===== src/rtl/acc_repeat_ctrl.sv =====
// Command sequencer for the signed add/subtract accumulator: repeats acc <= acc +/- step
// until the count is exhausted, signed overflow occurs, or the command is aborted.
module acc_repeat_ctrl #(
  parameter int WIDTH = 8,
  parameter int CNT_W = 4
) (
  input  logic             i_clk,
  input  logic             i_rst,
  input  logic             i_start,
  output logic             o_ready,
  input  logic             i_op,
  input  logic [WIDTH-1:0] i_init,
  input  logic [WIDTH-1:0] i_step,
  input  logic [CNT_W-1:0] i_count,
  input  logic             i_abort,
  output logic             o_busy,
  output logic             o_done,
  output logic [WIDTH-1:0] o_result,
  output logic             o_ovf,
  output logic             o_carry,
  output logic [CNT_W-1:0] o_steps
);

  typedef enum logic [1:0] {IDLE, RUN, DONE} state_t;

  state_t           state, state_nxt;
  logic             op_q;
  logic [WIDTH-1:0] step_q;
  logic [CNT_W-1:0] count_q;
  logic [WIDTH-1:0] acc, acc_nxt;
  logic [CNT_W-1:0] steps, steps_nxt, steps_inc;
  logic             ovf, ovf_nxt;
  logic             carry, carry_nxt;
  logic             latch;
  logic [WIDTH-1:0] operand;
  logic [WIDTH:0]   sum;
  logic             step_ovf;

  always_comb begin
    // Subtract is acc + ~step + 1, so the carry-out reads as "no borrow".
    operand   = op_q ? ~step_q : step_q;
    sum       = {1'b0, acc} + {1'b0, operand} + {{WIDTH{1'b0}}, op_q};
    steps_inc = steps + 1'b1;
    step_ovf  = (op_q ? (acc[WIDTH-1] != step_q[WIDTH-1])
                      : (acc[WIDTH-1] == step_q[WIDTH-1]))
                && (sum[WIDTH-1] != acc[WIDTH-1]);

    state_nxt = state;
    acc_nxt   = acc;
    steps_nxt = steps;
    ovf_nxt   = ovf;
    carry_nxt = carry;
    latch     = 1'b0;

    case (state)
      IDLE: begin
        if (i_start) begin
          latch     = 1'b1;
          acc_nxt   = i_init;
          steps_nxt = '0;
          ovf_nxt   = 1'b0;
          carry_nxt = 1'b0;
          state_nxt = (i_count == '0) ? DONE : RUN;
        end
      end
      RUN: begin
        if (i_abort) begin
          state_nxt = DONE;
        end else begin
          acc_nxt   = sum[WIDTH-1:0];
          carry_nxt = sum[WIDTH];
          steps_nxt = steps_inc;
          if (step_ovf) begin
            ovf_nxt   = 1'b1;
            state_nxt = DONE;
          end else if (steps_inc == count_q) begin
            state_nxt = DONE;
          end
        end
      end
      DONE:    state_nxt = IDLE;
      default: state_nxt = IDLE;
    endcase
  end

  always_ff @(posedge i_clk) begin
    if (i_rst) begin
      state   <= IDLE;
      acc     <= '0;
      steps   <= '0;
      ovf     <= 1'b0;
      carry   <= 1'b0;
      op_q    <= 1'b0;
      step_q  <= '0;
      count_q <= '0;
    end else begin
      state <= state_nxt;
      acc   <= acc_nxt;
      steps <= steps_nxt;
      ovf   <= ovf_nxt;
      carry <= carry_nxt;
      if (latch) begin
        op_q    <= i_op;
        step_q  <= i_step;
        count_q <= i_count;
      end
    end
  end

  assign o_ready  = (state == IDLE);
  assign o_busy   = (state == RUN);
  assign o_done   = (state == DONE);
  assign o_result = acc;
  assign o_ovf    = ovf;
  assign o_carry  = carry;
  assign o_steps  = steps;

endmodule


===== config.mk =====
export PLATFORM = sky130hd
export DESIGN_NAME = acc_repeat_ctrl
export DESIGN_NICKNAME = d
export VERILOG_FILES = /design/src/rtl/acc_repeat_ctrl.sv
export SDC_FILE = /design/constraint.sdc
export NUM_CORES = 1
export LEC_CHECK = 0
export CAP_MARGIN = 20
export CORE_ASPECT_RATIO = 0.9
export CORE_UTILIZATION = 45
export DETAILED_ROUTE_END_ITERATION = 10
export PLACE_DENSITY = 0.85
export SLEW_MARGIN = 25
export SYNTH_ARGS = -nofsm -noshare
export SYNTH_HDL_FRONTEND = slang
export SYNTH_SLANG_ARGS = --single-unit
export TNS_END_PERCENT = 5

===== constraint.sdc =====
create_clock -name i_clk -period 2.3 [get_ports i_clk]
set_input_delay 0.46 -clock i_clk [delete_from_list [all_inputs] [get_ports i_clk]]
set_output_delay 0.46 -clock i_clk [all_outputs]
set_load 0.05 [all_outputs]

==> results of run 1 <==
[state kept, by name (all words and copies together), names as in the netlist]
signal    flops
state         2
op_q          1
count_q       4
o_carry       1
o_steps       4
o_result      8
o_ovf         1
step_q        8
[kinds of logic (layout without fill, tap and decap cells)]
logic type,after synthesis,count (layout),synth area share (%)
AOI/OAI and AO/OA,63,63,22.5
xor gates and xnor gates,15,15,7.32
adders and majority gates,10,10,7.39
buffers and inverters,15,70,4.11
DFF,29,29,32.4
muxes,2,2,1.39
and+or+nand+nor,90,90,25.0
[power breakdown]
part	internal [uW]	switching (uW)	total, uW
combinational	656	916	1570
sequential	593	135	728
clock	324	223	547
[worst max-delay path, delay by kind of cell, from the launching register on]
kind / cells / cell delay [ns]
XOR/XNOR: 1 / 0.17
flip-flops: 1 / 0.40
AND/OR/NAND/NOR: 1 / 0.34
adder cells (fa/ha/maj): 1 / 0.31
AO/OA/AOI/OAI: 4 / 1.03
[cell usage in the layout, fill, tap and decap left out, drive strengths merged, types with 2 or more instances in the layout]
master	instances
nand2	40
clkdlybuf4s50	39
dfxtp	29
a21oi	24
buf	17
nor2	13
o21ai	11
ha	9
xor2	9
nand2b	7
xnor2	6
nor3b	6
a21o	5
a31oi	5
clkbuf	5
inv	5
nor3	4
nand3	4
or3	3
nor4	3
a211oi	2
a221oi	2
nand3b	2
a311oi	2
[worst max path at each step]
stage	endpoint	slack [ns]	depth (start not counted)
2_1_floorplan	state[1]	0.006	6
3_3_place_gp	state[1]	-0.07	7
3_5_place_dp	state[0]	-0.14	7
4_1_cts	state[1]	0.006	7
5_1_grt	state[1]	-0.16	7
6_report	state[1]	-0.03	7
[final cells by class]
| cell class | instances | area [um^2] | share of cell area, % |
|---|---|---|---|
| flip-flops and latches | 29 | 586 | 22.6 |
| multi-input cells | 180 | 1280 | 49.3 |
| inverters | 5 | 18.8 | 0.723 |
| repair buffers | 57 | 538 | 20.7 |
| clock buffers | 5 | 68.8 | 2.65 |
| well taps | 46 | 57.6 | 2.22 |
| clock inverters | 3 | 46.3 | 1.78 |
[through the flow]
stage               setup TNS (ns)  instance area, um^2  power [uW]
detailed placement          -0.405                 2290        2040
global placement            -0.106                 2290        2000
global route                -0.288                 2600        3000
finish                     -0.0335                 2600        2850
floorplan                        0                 1790        1620
CTS                              0                 2420        2590
[what timing repair did]
item	4_1_cts	5_1_grt
hold endpoints to repair	0	0
pin swaps	0	14
setup endpoints to repair	5	5
resized for setup	3	31
setup buffers	0	4
[metal layers]
layer,wire length (um),vias up
met3,323,13
met5,0,-
met2,2460,82
met1,2240,872
li1,-,908
met4,91,0
==> summary.md, run 1 <==
| Metric | Value |
|---|---|
| Outcome | `finished, violations left` |
| Failing checks | `setup timing` |
| Die X-Extent | `between 60 and 70 um` |
| Fin cells | `325` |
| Initial antenna violation count | `0` |
| TritonRoute pass-1 iters | `4` |
| Hold/Removal Path Class | `reg2reg` |
| Reg-to-reg setup timing slack | `-0.03 ns` |
| Mapped Area | `1790 um^2` |
| 1st-iter DRT viols | `153` |
| Sequential element share of the synthesized area | `32.4%` |
| Yosys cell types | `50` |
| Area leader, netlist | `dfxtp_1` |
| GR Util met3 | `under 10%` |
| Routed via count | `1,875` |
| Inserted Diodes | `0` |
| Clk root buf | `clkbuf_8` |
| # rows | `21` |
| Yosys Warn Count | `0` |
| Async S/R FF share, synth | `0%` |
| Worst R2R Start | `op_q` |
| Syn_area_per_cell | `8.01 um^2` |
| Via density | `5.77` |
| Pre-CTS setup slack | `-0.143 ns` |
| Count leader, synth | `nand2_1` |
| Gate Count Post-Synth | `224` |
| GRT Residual Overflow | `0` |
| Final core utilization | `69.1%` |
| Final period utilization | `101%` |
| Pleak | `roughly 0.0011 uW` |
| Final hold slack | `0.486 ns` |
| Hold Crit Depth | `2` |
| Area of the core | `3760 um^2` |
| CP Launch Type | `register` |
| Top post-synthesis cells by area | `dfxtp_1, nand2_1, a21oi_1` |
| Worst skew pair latency | `roughly 0.29 ns` |
| Wire length per cell | `15.7 um` |
| Worst Slack Setup Final | `-0.0335 ns` |
| Grt peak-use layer | `met2` |
| Commonest cells in the netlist | `nand2_1, dfxtp_1, a21oi_1, nor2_1, o21ai_0` |
| Placed cell count | `313` |
| Die Height | `61.9 um` |
| Number of synthesized flops with an enable pin | `0` |
| Global Route met1 Usage | `30.5%` |
| Maxcap violations | `0` |
| Worst Path Max Fanout | `7` |
| Final #Nets | `313` |
| Worst Hold Endpoint | `step_q[3]` |
| Final min period | `between 2 and 2.5 ns` |
| GPL Wtd Cong | `0.854` |
| Fillers | `293` |
| Setup Skew | `about 0.011 ns` |
| Met2 Use GR | `roughly 38%` |
| RSZ-0062 raised after global routing | `yes` |
| Final Hold Viols | `0` |
| #FFs+latches synth | `29` |
| Largest net degree at the start of global routing | `22` |
| Area share of the largest cell type after synthesis | `~32%` |
| Clock transition at the registers of the reported paths | `0.07 ns` |
| Final wirelength | `5120 um` |
| Finish-stage setup viols | `1` |
| Layout Area Growth over Synthesis | `44.7%` |
| Critical Path RT | `2.51 ns` |
| H-tree levels | `2` |
| Net Count, Synth | `259` |
| FMAX | `0.429 GHz` |
| Endpoint class of the critical path | `register` |
| Slowest CP cell | `a221o_1` |
| Least-Margin Pin Slew | `0.520 ns` |
| IR drop worst, VDD | `0.000700 V` |
| Slowest Stage Delay on Critical Path | `~0.46 ns` |
| Max Root-Sink Buffers | `2` |
| Vias in the first global route | `1,583` |
| TritonCTS Buffers | `5` |
| Worst rel slew slack | `65.3%` |
| CTS Hold Bufs | `0` |
| Power density cells | `1100 nW/um^2` |
| Remaining antenna violation count | `0` |
| Arrival time worst endpoint | `2.54 ns` |
| Crit path from | `op_q` |
| Worst path cell trace | `xor2_2 > ha_1 > a21o_1 > a32oi_4 > a221o_1 > or3_1 > a31oi_1` |
| Ports | `42` |
| Top FF cell, synth | `dfxtp_1` |
| Reg2reg end | `state[1]` |
| R2r worst-path depth | `7` |
| Clock sinks | `29` |
| Share of cells above drive strength 1 | `17.6%` |
| Hold Crit Start | `step_q[3]` |
| Starting Density | `between 40% and 50%` |
| DRC | `0` |
| Final slew viol count | `0` |
| Die ar. | `between 4000 and 5000 um^2` |
| Kind of critical path | `reg2reg` |
| Detail Placement HPWL | `approximately 3200 um` |
| PortBufs | `41` |
| Global Route Usage Sum | `23.3%` |
| First-pass GRT wire length | `7210 um` |
| CTS tree | `yes` |
(Power assumes the default switching activity.)
==> inputs of run 2 (changes only) <==
- CORE_ASPECT_RATIO: 0.9 -> 0.75
- CORE_UTILIZATION: 45 -> 44
- GPL_TIMING_DRIVEN: default -> 0
- PLACE_DENSITY: 0.85 -> 0.84
==> run 2 against run 1 <==
Effect of this change: sequential share of layout area up 0.085 points; worst hold slack got worse by 0.056 ns; largest cell class unchanged; count of clock-buffer cells in the layout up 2; non-clock buffer count rose by 4; final area shrank 1.0%; the flow now finishes without violations; largest power group unchanged; core utilization is 1.1 points lower; maximum frequency up 1.6%; power down 2.1%; combinational power grew 3%; wire length increased by 1.8%; critical path type unchanged.
==> summary.md, run 2 (synthesis gave the netlist of run 1 again) <==
| Metric | Value |
|---|---|
| Outcome | `finished, final reports clean` |
| Grt peak-use layer | `met2` |
| Least-Margin Pin Slew | `0.854 ns (+0.334 ns)` |
| Vias in the first global route | `1,672 (+5.6%)` |
| Worst rel slew slack | `42.9% (-22 points)` |
| GPL Wtd Cong | `0.867 (+1.5%)` |
| 1st-iter DRT viols | `110 (-28%)` |
| Setup Skew | `0.0117 ns (+0.000618 ns)` |
| Fin cells | `335 (+3.1%)` |
| Global Route Usage Sum | `25.0% (+1.7 points)` |
| PortBufs | `40 (-2.4%)` |
| Commonest non-fill, non-tap cell in the layout | `nand2_1` |
| Finish-stage setup viols | `0 (-1)` |
| Final slew viol count | `0 (unchanged)` |
| Final wirelength | `5210 um (+1.8%)` |
| H-tree levels | `2 (unchanged)` |
| RSZ-0062 raised after global routing | `yes` |
| Final min period | `2.30 ns (-0.0363 ns)` |
| Die ar. | `4340 um^2 (+2.2%)` |
| Final Hold Viols | `0 (unchanged)` |
| First-pass GRT wire length | `7870 um (+9.1%)` |
| # rows | `19 (-9.5%)` |
| Worst Path Max Fanout | `8 (+1)` |
| IR drop worst, VDD | `0.000691 V (-1.3%)` |
| Wire length per cell | `15.5 um (-1.3%)` |
| Critical Path RT | `2.53 ns (+0.02 ns)` |
| DRC | `0 (unchanged)` |
| CP Launch Type | `register` |
| Inserted Diodes | `0 (unchanged)` |
| Area of the core | `3780 um^2 (+0.60%)` |
| Final hold slack | `0.430 ns (-0.0564 ns)` |
| TritonRoute pass-1 iters | `5 (+1)` |
| GRT Residual Overflow | `0 (unchanged)` |
| Arrival time worst endpoint | `2.52 ns (-0.02 ns)` |
| Setup TNS | `0 ns (+0.0335 ns)` |
| Power density cells | `1080 nW/um^2 (-1.1%)` |
| Commonest non-fill, non-tap cells in the layout | `nand2_1, clkdlybuf4s50_1, dfxtp_1` |
| Met2 Use GR | `38.9% (+1.2 points)` |
| FMAX | `0.435 GHz (+1.6%)` |
| Pleak | `0.00105 uW (-1.1%)` |
| Layout Area Growth over Synthesis | `43.2%` |
| CTS Hold Bufs | `0 (unchanged)` |
| Global Route met1 Usage | `33.7% (+3.2 points)` |
| Largest net degree at the start of global routing | `11 (-50%)` |
| Share of cells above drive strength 1 | `14.1% (-3.4 points)` |
| Hold/Removal Path Class | `in2reg` |
| Ports | `42 (unchanged)` |
| Detail Placement HPWL | `3420 um (+7.0%)` |
| Remaining antenna violation count | `0 (unchanged)` |
| Worst skew pair latency | `0.30 ns (about the same)` |
| Endpoint class of the critical path | `register` |
| Die Height | `57.3 um (-7.4%)` |
| Clock sinks | `29 (unchanged)` |
| Routed via count | `1,882 (+0.37%)` |
| Starting Density | `47.5% (-0.28 points)` |
| Clk root buf | `clkbuf_8` |
| Final period utilization | `99.9% (-1.6 points)` |
| Max Root-Sink Buffers | `2 (unchanged)` |
| Final #Nets | `317 (+1.3%)` |
| CTS tree | `yes` |
| Maxcap violations | `0 (unchanged)` |
| Clock transition at the registers of the reported paths | `0.07 ns (about the same)` |
| Placed cell count | `316 (+0.96%)` |
| Initial antenna violation count | `0 (unchanged)` |
| GR Util met3 | `4.95% (-0.53 points)` |
| Overall power | `2790 uW (-2.1%)` |
| Die X-Extent | `75.7 um (+10%)` |
| Via density | `5.62 (-2.6%)` |
| Kind of critical path | `reg2reg` |
| TritonCTS Buffers | `5 (unchanged)` |
==> run 2: where the power goes <==
part	internal, uW	switching, uW	leakage, uW	total [uW]
combinational	665	945	0.000761	1610
sequential	592	93.5	0.000238	686
clock	270	222	0.0000542	493
total	1530	1260	0.00105	2790
==> run 2: worst paths after layout <==
| kind | start | endpoint | slack [ns] | depth (start not counted) |
|---|---|---|---|---|
| max | op_q | state[1] | 0.003 | 9 |
| min | i_rst | state[0] | 0.43 | 2 |
| max reg2reg | op_q | state[1] | 0.003 | 9 |
| min reg2reg | o_ovf | o_ovf | 0.47 | 2 |
==> run 2: through the flow <==
stage / setup slack (ns) / util, % / instance area [um^2]
2_1_floorplan: 0.00562 / - / 1790
3_3_place_gp: -0.151 / 59.8 / 2260
4_1_cts: -0.0436 / 64.9 / 2450
6_report: 0.00283 / 68.0 / 2570
3_5_place_dp: -0.179 / 59.8 / 2260
5_1_grt: -0.0947 / 68.0 / 2570
==> run 2: area by class of cell <==
cell class,count,area (um^2)
Buffer,10,63.8
Clock buffer,7,96.3
Clock inverter,1,5.00
Fill cell,331,1210
Inverter,5,18.8
Multi-Input combinational cell,180,1250
Sequential cell,29,582
Tap cell,52,65.1
Timing Repair Buffer,51,488
==> run 2: routing by layer <==
metal  share of wire, %  vias to the layer above
met3                5.8                       14
met4                2.3                        0
li1                   -                      914
met1                 45                      872
met5                  0                        -
met2                 47                       82
==> run 2: what timing repair did <==
| action | 4_1_cts | 5_1_grt |
|---|---|---|
| endpoints found under the hold margin | 0 | 0 |
| resized for setup | 9 | 13 |
| pin swaps | 12 | 14 |
| setup buffers | 8 | 3 |
| setup endpoints to repair | 5 | 6 |
==> run 2: worst max-delay path, cell delays in order, from the launching register on <==
cell,delay (ns)
dfxtp_2,0.33
buf_12,0.14
xor2_1,0.16
ha_1,0.24
a21o_1,0.24
a2111oi_2,0.38
a221o_1,0.31
buf_4,0.15
o21ai_0,0.08
a31oi_1,0.20
==> inputs of run 3 (changes only) <==
- TNS_END_PERCENT: 5 -> 50
==> run 3 against run 2 <==
Effect of this change: the flow now finishes with violations (setup timing); combinational power up 5%; critical path type unchanged; register-to-register slack hardly changed; count of clock-buffer cells in the layout unchanged; maximum frequency shrank 0.54%; critical endpoint unchanged; wire length increased by 5.4%.
==> summary.md, run 3 (synthesis gave the netlist of run 1 again) <==
| Metric | Value |
|---|---|
| Outcome | `finished, violations left` |
| Failing checks | `setup timing` |
| Setup Skew | `0.00796 ns (-0.00377 ns)` |
| Setup TNS | `-0.00957 ns (-0.00957 ns)` |
| Final #Nets | `319 (+0.63%)` |
| Arrival time worst endpoint | `2.53 ns (about the same)` |
| Die ar. | `4340 um^2 (unchanged)` |
| Int Pwr | `1570 uW (+2.5%)` |
| Worst skew pair latency | `0.30 ns (about the same)` |
| Worst Path Max Fanout | `8 (unchanged)` |
| GPL Wtd Cong | `0.867 (unchanged)` |
| Pre-CTS setup slack | `-0.179 ns (unchanged)` |
| Remaining antenna violation count | `0 (unchanged)` |
| 1st-iter DRT viols | `115 (+4.5%)` |
| Switching Share | `45.4% (+0.16 points)` |
| Final wirelength | `5490 um (+5.4%)` |
| Area of the core | `3780 um^2 (unchanged)` |
| CTS tree | `yes` |
| Clk root buf | `clkbuf_8` |
| TritonRoute pass-1 iters | `4 (-1)` |
| PortBufs | `40 (unchanged)` |
| RSZ-0062 raised after global routing | `yes` |
| Finish-stage setup viols | `1 (+1)` |
| Commonest non-fill, non-tap cell in the layout | `nand2_1` |
| IR drop worst, VDD | `0.000714 V (+3.2%)` |
| Power density cells | `1090 nW/um^2 (+0.82%)` |
| DRC | `0 (unchanged)` |
| # rows | `19 (unchanged)` |
| H-tree levels | `2 (unchanged)` |
| Final period utilization | `100% (+0.54 points)` |
| Logic pwr share | `58.9% (+1.2 points)` |
| Fin cells | `337 (+0.60%)` |
| Vias in the first global route | `1,672 (unchanged)` |
| Least-Margin Pin Slew | `0.877 ns (+0.0224 ns)` |
| Overall power | `2870 uW (+2.8%)` |
| Worst rel slew slack | `41.4% (-1.5 points)` |
| Clock transition at the registers of the reported paths | `0.07 ns (about the same)` |
| Detail Placement HPWL | `3420 um (unchanged)` |
| TritonCTS Buffers | `5 (unchanged)` |
| Via density | `5.60 (-0.33%)` |
| Worst Slack Setup Final | `-0.00957 ns (-0.0124 ns)` |
| Ports | `42 (unchanged)` |
| Inserted Diodes | `0 (unchanged)` |
| Critical Path RT | `2.52 ns (about the same)` |
| Starting Density | `47.5% (unchanged)` |
| Share of cells above drive strength 1 | `15.8% (+1.7 points)` |
| Final Hold Viols | `0 (unchanged)` |
| Placed cell count | `316 (unchanged)` |
| Pleak | `0.00106 uW (+0.60%)` |
| Initial antenna violation count | `0 (unchanged)` |
| Kind of critical path | `reg2reg` |
| Largest net degree at the start of global routing | `11 (unchanged)` |
| Clock power frac | `17.0% (-0.7 points)` |
| Sequential group share of total power | `24.1% (-0.5 points)` |
| Maxcap violations | `0 (unchanged)` |
| Commonest non-fill, non-tap cells in the layout | `nand2_1, clkdlybuf4s50_1, dfxtp_1` |
| Sw power | `1300 uW (+3.2%)` |
| Final min period | `2.31 ns (+0.0124 ns)` |
| Max Root-Sink Buffers | `2 (unchanged)` |
| GRT Residual Overflow | `0 (unchanged)` |
| First-pass GRT wire length | `7870 um (unchanged)` |
| Global Route Usage Sum | `25.0% (unchanged)` |
| Layout Area Growth over Synthesis | `46.1%` |
| CP Launch Type | `register` |
| Die Height | `57.3 um (unchanged)` |
| Clock sinks | `29 (unchanged)` |
| Final slew viol count | `0 (unchanged)` |
| Hold/Removal Path Class | `in2reg` |
| Routed via count | `1,887 (+0.27%)` |
| Final core utilization | `69.3% (+1.4 points)` |
| Die X-Extent | `75.7 um (unchanged)` |
| Wire length per cell | `16.3 um (+4.8%)` |
| Endpoint class of the critical path | `register` |
| FMAX | `0.433 GHz (-0.54%)` |
run 3: power groups by stage:
stage / logic, uW / clock network [uW] / registers (uW)
3_5_place_dp: 1310 / 0 / 681
3_3_place_gp: 1280 / 0 / 679
5_1_grt: 1780 / 518 / 703
2_1_floorplan: 798 / 0 / 827
4_1_cts: 1430 / 486 / 674
6_report: 1690 / 488 / 690
run 3: layout make-up:
cell class / instances / area [um^2]
Clock inverter: 1 / 5.00
Tap cell: 52 / 65.1
Clock buffer: 7 / 96.3
Buffer: 10 / 63.8
Timing Repair Buffer: 53 / 503
Sequential cell: 29 / 582
Multi-Input combinational cell: 180 / 1290
Inverter: 5 / 18.8
Fill cell: 327 / 1160
run 3: repair_timing:
item	CTS	global route
endpoints found under the hold margin	0	0
setup endpoints to repair	5	6
gates resized for setup	9	17
hold buffers	0	0
buffers inserted	8	5
pin swaps	12	15
run 3: path summary, 6_finish.rpt:
check,start,endpoint,slack [ns],cells past startpoint
setup / recovery,op_q,state[1],-0.01,8
hold / removal,i_rst,state[0],0.44,2
setup reg to reg,op_q,state[1],-0.01,8
hold reg to reg,o_ovf,o_ovf,0.47,2
run 3: worst max-delay path, stage by stage (launching register included):
cell	delay (ns)
dfxtp_2	0.33
buf_12	0.15
buf_6	0.13
xor2_2	0.26
ha_4	0.27
a21o_1	0.18
a221o_1	0.39
or3_1	0.33
a31oi_1	0.20
run 3: routing by layer:
metal / share of wire, % / up-vias / track usage (%)
li1: - / 921 / -
met1: 45 / 872 / 33.7
met2: 47 / 81 / 38.9
met3: 6.4 / 13 / 4.95
met4: 1.7 / 0 / 10.6
met5: 0 / - / 0
run 3: through the flow:
| step | hold slack (ns) | instance area (um^2) |
|---|---|---|
| floorplan | 0.448 | 1790 |
| global placement | 0.454 | 2260 |
| detailed placement | 0.463 | 2260 |
| CTS | 0.430 | 2450 |
| global route | 0.451 | 2620 |
| finish | 0.437 | 2620 |
